`src/rtl/pcu_pipe.sv`:
```
// Fetch-PC generator: issues PCs over valid/ready, applies trap > mret > branch redirects,
// checks target alignment, halts on ebreak and counts accepted fetches.
module pcu_pipe #(
  parameter int              XLEN     = 64,
  parameter logic [XLEN-1:0] RESET_PC = XLEN'(64'h8000_0000),
  parameter int              ILEN_B   = 4,
  parameter int              CNT_W    = 64
) (
  input  logic             i_clk,
  input  logic             i_rst,
  output logic             o_fetch_vld,
  input  logic             i_fetch_rdy,
  output logic [XLEN-1:0]  o_pc,
  input  logic             i_redir_vld,
  input  logic [XLEN-1:0]  i_redir_pc,
  input  logic             i_trap,
  input  logic [XLEN-1:0]  i_trap_vec,
  input  logic             i_mret,
  input  logic [XLEN-1:0]  i_mret_pc,
  input  logic             i_halt,
  output logic             o_flush,
  output logic             o_misalign,
  output logic [XLEN-1:0]  o_bad_addr,
  output logic             o_halted,
  output logic [CNT_W-1:0] o_fetch_cnt
);

  // state    | meaning
  // ST_BOOT  | one idle cycle after reset, no fetch request yet
  // ST_RUN   | issuing PCs, events sampled every cycle
  // ST_HALT  | ebreak seen, fetch stopped until reset
  typedef enum logic [1:0] {ST_BOOT, ST_RUN, ST_HALT} state_t;

  localparam logic [XLEN-1:0]  ILEN_INC = XLEN'(ILEN_B);
  localparam logic [CNT_W-1:0] CNT_ONE  = CNT_W'(1);

  state_t           state_q, state_d;
  logic [XLEN-1:0]  pc_q, pc_d;
  logic             vld_q, vld_d;
  logic             flush_q, flush_d;
  logic             misalign_q, misalign_d;
  logic [XLEN-1:0]  bad_addr_q, bad_addr_d;
  logic [CNT_W-1:0] cnt_q, cnt_d;

  logic [XLEN-1:0]  trap_tgt;
  logic [XLEN-1:0]  jump_tgt;
  logic [XLEN-1:0]  pc_inc;
  logic             jump_req;
  logic             accept;
  logic             unused_trap_lsb;

  assign trap_tgt        = {i_trap_vec[XLEN-1:2], 2'b00};
  assign unused_trap_lsb = ^i_trap_vec[1:0];
  assign jump_req        = i_mret | i_redir_vld;
  assign jump_tgt        = i_mret ? i_mret_pc : i_redir_pc;
  assign pc_inc          = pc_q + ILEN_INC;
  assign accept          = vld_q & i_fetch_rdy;

  always_ff @(posedge i_clk) begin
    if (i_rst) begin
      state_q    <= ST_BOOT;
      pc_q       <= RESET_PC;
      vld_q      <= 1'b0;
      flush_q    <= 1'b0;
      misalign_q <= 1'b0;
      bad_addr_q <= '0;
      cnt_q      <= '0;
    end else begin
      state_q    <= state_d;
      pc_q       <= pc_d;
      vld_q      <= vld_d;
      flush_q    <= flush_d;
      misalign_q <= misalign_d;
      bad_addr_q <= bad_addr_d;
      cnt_q      <= cnt_d;
    end
  end

  always_comb begin
    state_d = state_q;
    case (state_q)
      ST_BOOT: state_d = ST_RUN;
      ST_RUN:  if (i_halt && !i_trap) state_d = ST_HALT;
      ST_HALT: state_d = ST_HALT;
      default: state_d = ST_BOOT;
    endcase
  end

  // Halt outranks mret/branch; only a trap in the same cycle cancels it.
  always_comb begin
    pc_d       = pc_q;
    vld_d      = vld_q;
    flush_d    = 1'b0;
    misalign_d = 1'b0;
    bad_addr_d = bad_addr_q;
    cnt_d      = cnt_q;
    case (state_q)
      ST_BOOT: vld_d = 1'b1;
      ST_RUN: begin
        if (i_trap) begin
          pc_d    = trap_tgt;
          flush_d = 1'b1;
        end else if (i_halt) begin
          pc_d    = pc_inc;
          vld_d   = 1'b0;
          flush_d = 1'b1;
          if (accept) cnt_d = cnt_q + CNT_ONE;
        end else if (jump_req) begin
          flush_d = 1'b1;
          if (jump_tgt[1:0] != 2'b00) begin
            misalign_d = 1'b1;
            bad_addr_d = jump_tgt;
            pc_d       = trap_tgt;
          end else begin
            pc_d = jump_tgt;
          end
        end else if (accept) begin
          pc_d  = pc_inc;
          cnt_d = cnt_q + CNT_ONE;
        end
      end
      ST_HALT: vld_d = 1'b0;
      default: vld_d = 1'b0;
    endcase
  end

  assign o_fetch_vld = vld_q;
  assign o_pc        = pc_q;
  assign o_flush     = flush_q;
  assign o_misalign  = misalign_q;
  assign o_bad_addr  = bad_addr_q;
  assign o_halted    = (state_q == ST_HALT);
  assign o_fetch_cnt = cnt_q;

endmodule

```
`config.mk`:
```
export PLATFORM = sky130hd
export DESIGN_NAME = pcu_pipe
export DESIGN_NICKNAME = d
export VERILOG_FILES = /design/src/rtl/pcu_pipe.sv
export SDC_FILE = /design/constraint.sdc
export NUM_CORES = 1
export LEC_CHECK = 0
export ABC_AREA = 1
export CAP_MARGIN = 10
export CORE_MARGIN = 2
export CORE_UTILIZATION = 48
export DETAILED_ROUTE_END_ITERATION = 8
export HOLD_SLACK_MARGIN = 0.06
export MAX_ROUTING_LAYER = met4
export PLACE_DENSITY_LB_ADDON = 0.1
export SYNTH_ARGS = -nofsm -noshare
export SYNTH_HDL_FRONTEND = slang
export SYNTH_SLANG_ARGS = --single-unit
export TNS_END_PERCENT = 50
```
`constraint.sdc`:
```
create_clock -name i_clk -period 2.53 [get_ports i_clk]
set_input_delay 0.6325 -clock i_clk [delete_from_list [all_inputs] [get_ports i_clk]]
set_output_delay 0.6325 -clock i_clk [all_outputs]
set_load 0.03 [all_outputs]
```
======== Word level (Yosys, flattened, before mapping) ========
Cells that the tools add are included.
storage, ports and cells
  output and inout port bits .............. 196
  bits of input ports ..................... 199
  flip-flop bits (word level) ............. 197
cells by class
  muxes and demuxes ....................... 18
  equality and inequality tests ........... 6
  bitwise logic cells ..................... 6
  add/subtract/negate cells ............... 2
  reduce and logical (&&, ||, !) cells .... 11
operator list
  kind                                                              number
  64-bit two-way mux                                                9
  64-bit by 1-bit adder with 64-bit output (second input constant)  1
  64-bit by 3-bit adder with 64-bit output (second input constant)  1
  2-bit inequality test (second input constant)                     4
  1-bit two-way mux                                                 6
  2-bit case mux with 3 select lines                                1
  5-bit AND reduction                                               1
  5-bit OR reduction                                                1
  1-bit inverter                                                    4
  2-bit AND reduction                                               2
  4-bit nonzero test                                                1
  3-bit AND reduction                                               1
  2-bit by 1-bit == test with 1-bit output (second input constant)  1
  2-bit == test (second input constant)                             1
  2-bit zero test                                                   1
  2-bit two-way mux                                                 1
  1-bit case mux with 2 select lines                                1
  2-bit nonzero test                                                1
  2-bit OR reduction                                                1
  1-bit bitwise AND                                                 1
  1-bit logical AND                                                 1
  1-bit zero test                                                   1
  1-bit bitwise OR                                                  1

======== Depth between registers and ports, before layout ========
  word-level depth ........................ 6
  depth in mapped cells ................... 13
  depth with buffers taken out ............ 13

======== Worst setup path after synthesis ========
Ideal clock, no wire load.
  kind .................................... reg2reg
  from .................................... register pc_q[3] (netlist: o_pc[3])
  to ...................................... register pc_q[38] (netlist: o_pc[38])
  setup slack ............................. 0.455 ns
  data arrival time ....................... 2.005 ns
  setup time .............................. 0.070 ns
  cell stages (with the launch flop) ...... 12
  clock period less this slack ............ 2.075 ns
  path through ............................ dfxtp_1 -> ha_1 -> nand2_1 -> nor2_1 -> nand3_1 -> nor2_2 -> nand3_1 -> nand2_1 -> nand2_1 -> o21ai_0 -> nand2_1 -> a21oi_1
between the ends
  longest elaborated chain between the ends .. 5
ends and longest elaborated chain
  what                                        line  text
  from (decl)                                 38    logic [XLEN-1:0] pc_q, pc_d;
  from (signal assigned)                      70    pc_q <= pc_d;
  64-bit by 3-bit adder with 64-bit output *  56    assign pc_inc = pc_q + ILEN_INC;
  64-bit two-way mux                          117   end else if (accept) begin
  64-bit two-way mux                          108   end else if (jump_req) begin
  64-bit two-way mux *                        103   end else if (i_halt) begin
  64-bit two-way mux *                        100   if (i_trap) begin
Mark *: on every way between the ends. The rest lies on a longest branch, timed or not. The select of a mux whose other input is x is not followed.
A chain may end at the register's enable or synchronous reset.

======== Final worst setup path ========
  from .................................... register pc_q[40] (netlist: o_pc[40])
  to ...................................... output port o_pc[40]
RTL lines
  what       line  text
  to (decl)  13    output logic [XLEN-1:0] o_pc,
No word-level cell between the ends.

==> run summary <==
=========================================================================================
Run status                                                                      completed
Summed instance area of the synthesized netlist                                 13170 um2
Highest achievable clock rate                                                   419.1 MHz
Clk Latency, worst-skew pair                                                      0.46 ns
Proportion of register bits with asynchronous set or reset after synthesis              0
Antenna violations before repair                                                        5
Congestion Overflow GR                                                                  0
Family with the most delay on the worst path                                 buffers and inverters
Final Wtd Congestion                                                                1.041
Startpoint class of the critical path                                                flop
Drt initial violations                                                               1799
Count of instances resized after the clock tree is built                                0
Die height                                                                       169.6 um
Wire length of the first global-routing pass                                     88120 um
Hold Crit Class                                                                reg -> reg
Number of core rows                                                                    60
Period Utilization, post-route                                                     0.9431
Cells along the critical path                                                clkdlybuf4s50_1
Type of the worst setup path                                                   reg -> out
Compound-cell area share of the yosys netlist                                      0.1715
Setup Slack @ Placement                                                        -0.1700 ns
Maximum vdd drop                                                                0.4122 mV
Count of nets after finishing                                                        2804
Gate count after technology mapping                                                  2201
Maximum buffer depth of the clock tree                                                  2
Post-Synth XOR/XNOR Area                                                          0.01729
Count of nets left with antenna violations after detail routing                         0
Total global routing track utilization                                             0.4030
EDFF count, synth                                                                       0
Setup repair after global routing missed its margin                                 false
Largest family of logic cells by synthesized area                            simple AND/OR/NAND/NOR gates
Finished layout cell area                                                       18530 um2
Initial core utilization                                                           0.4886
Syn Nets                                                                             2405
Warning count from the yosys run                                                        0
Cell leakage power                                                               6.960 nW
Register clock-pin slew on the reported worst setup and hold paths                0.08 ns
Final setup fails                                                                       0
Via count of the first global-routing pass                                         16.09k
Adder-cell share of the synthesized area                                         0.004751
Number of CTS-inserted buffers                                                         17
Critical path buffer and inverter count                                                 1
Top-level I/O count                                                                   395
Portion of total power attributed to combinational logic                            0.392
Multiplexer fraction of the synthesized cell area                                 0.02280
Dominant register cell in the synthesized netlist                                 dfxtp_1
Design internal power                                                          0.006663 W
Transition at the pin with the smallest max-transition slack                    0.7730 ns
Highest net fanout along the worst path                                                 7
Part of the power in the clock network                                              0.244
Area added between synthesis and finish                                            40.72%
Worst Setup Slack, final                                                        0.1440 ns
Count of unresolved DRC violations after routing                                        0
Pins Over Slew Limit                                                                    0
Library cell occupying the most area in the post-synthesis netlist                dfxtp_1
Die W                                                                            169.6 um
Post-synthesis share of cell area spent on and, or, nand and nor gates             0.3876
Worst Path Required                                                               1.90 ns
Yosys reg bits                                                                        197
Full die area                                                                   28780 um2
Total via count in the routed design                                               17.12k
Core area                                                                       26950 um2
Switching pwr                                                                  0.004800 W
CTS tree                                                                             done
Drt via density                                                                     5.788
Final routed wire length divided by cell count                                   19.47 um
Post-Syn Area per Cell                                                          5.983 um2
Clock Skew                                                                     0.02251 ns
CTS root buf                                                                    clkbuf_16
# Post-CTS Setup Buffers                                                                0
Final hold vios                                                                         0
Deepest level of the CTS H-tree                                                         4
Netlist cell types                                                                     38
Sequential cell area fraction in the yosys report                                  0.2995
Largest net degree at the start of global routing                                      64
Biggest area contributors in the synthesized netlist                         dfxtp_1 30%, nand2_1 17%, a21oi_1 8.5%
Top cell type's share of synthesized area                                          0.2995
Minimum period implied by the final worst setup slack                            2.386 ns
Max_cap viols                                                                           0
Total power per unit cell area                                               618.6 nW/um2
Post-detailed-placement cell area                                               17940 um2
Largest incremental delay on the critical path                                    0.75 ns
Endpoint class of the critical path                                            output pin
Total number of clock tree sinks                                                      197
Net switching fraction of the power                                                0.4187
Critical-path top delay cell                                                 clkdlybuf4s50_1
Worst relative slew slack                                                          0.4847
First drt pass iteration count                                                          6
Sequential Power Share                                                              0.363
Number of buffers inserted by port buffering                                          392
Crit path DAT                                                                     1.75 ns
Routed wire length                                                               57590 um
Fraction of final layout cells sized beyond drive strength 1                      0.05934
HPWL Detailed                                                                    44860 um
Number of hold buffers added after CTS                                                  0
=========================================================================================
-- power by group through the flow --
stage | sequential, W | combinational [W] | clock [W]
floorplan | 0.00478 | 0.00175 | 0
global placement | 0.00417 | 0.00434 | 0
detailed placement | 0.00419 | 0.00442 | 0
CTS | 0.00413 | 0.00444 | 0.00280
global route | 0.00421 | 0.00483 | 0.00291
finish | 0.00417 | 0.00450 | 0.00280
-- cell usage after synthesis, drive strengths merged, types with 2 or more instances --
master / number
a21oi: 224
a311oi: 27
a31oi: 4
and2: 2
buf: 42
clkbuf: 66
dfxtp: 197
ha: 5
inv: 218
mux2i: 30
nand2: 614
nand3: 187
nand3b: 7
nand4: 54
nor2: 255
nor3: 69
nor3b: 4
nor4: 3
o211ai: 19
o21a: 5
o21ai: 124
o21bai: 6
o31ai: 3
or2: 7
xnor2: 4
xor2: 22
-- worst reg2reg max path, stage by stage (launching register included) --
cell     delay, ns
dfxtp_1       0.42
ha_1          0.26
nand2_1       0.10
nor2_1        0.18
nand3_1       0.15
nor2_2        0.36
nand3_1       0.24
nand2_1       0.11
nand2_1       0.04
o21ai_0       0.14
nand2_1       0.07
a21oi_1       0.12
-- stage by stage --
stage	total power, W	instances	setup TNS [ns]	hold WS, ns	util
final	0.01146	2958	0	0.4624	0.6876
after global routing	0.01195	2958	0	0.4802	0.6876
after CTS	0.01137	2953	0	0.4635	0.6871
after detailed placement	0.008615	2922	-1.148	0.4541	0.6657
after global placement	0.008515	2922	-0.3474	0.4330	0.6657
after floorplan	0.006528	2201	0	0.4615	-
-- layout make-up --
class / count / area [um2]
tap: 341 / 426.7
antenna: 5 / 12.51
multi-input combinational: 1678 / 7971
timing repair buffer: 488 / 4782
clock buffer: 18 / 439.2
sequential: 197 / 3944
inverter: 218 / 818.3
clock inverter: 13 / 137.6
fill: 2364 / 8419
-- metal layers --
layer,GRT usage,vias to the layer above,wire length [um]
li1,-,8084,-
met1,0.5111,7812,23480
met2,0.6247,1056,25300
met3,0.08909,169,6192
met4,0.1613,0,2615
met5,-,-,0
-- logic make-up after synthesis --
group	after synthesis
multiplexers	30
adder cells (fa/ha/maj)	5
AND/OR/NAND/NOR	1204
XOR/XNOR	26
flip-flops	197
AO/OA/AOI/OAI	413
buffers and inverters	326
-- worst paths after layout --
path / slack [ns] / depth (start not counted) / startpoint / end
max reg2reg: 0.29 / 11 / o_pc[2]$_SDFFE_PP0P_ / o_pc[38]$_SDFFE_PP0P_
max: 0.14 / 1 / o_pc[40]$_SDFFE_PP0P_ / o_pc[40]
min reg2reg: 0.46 / 2 / o_pc[0]$_SDFFE_PP0P_ / o_pc[0]$_SDFFE_PP0P_
min: 0.46 / 2 / o_pc[0]$_SDFFE_PP0P_ / o_pc[0]$_SDFFE_PP0P_
-- registers in the layout, summed over array words and instances (netlist names) --
signal and flops:
o_misalign 1, state_q 2, o_bad_addr 64, o_pc 64, o_fetch_cnt 64, o_fetch_vld 1, o_flush 1
-- cell usage in the layout (no fill, tap or decap), types with 54 or more instances in the layout --
cell type / n
nor2_1: 248
nand2_1: 611
a21oi_1: 224
clkdlybuf4s50_1: 389
dfxtp_1: 197
nor3_1: 66
nand3_1: 187
buf_4: 85
inv_1: 213
o21ai_0: 114
nand4_1: 54
Power figures use the tool's default switching activity.
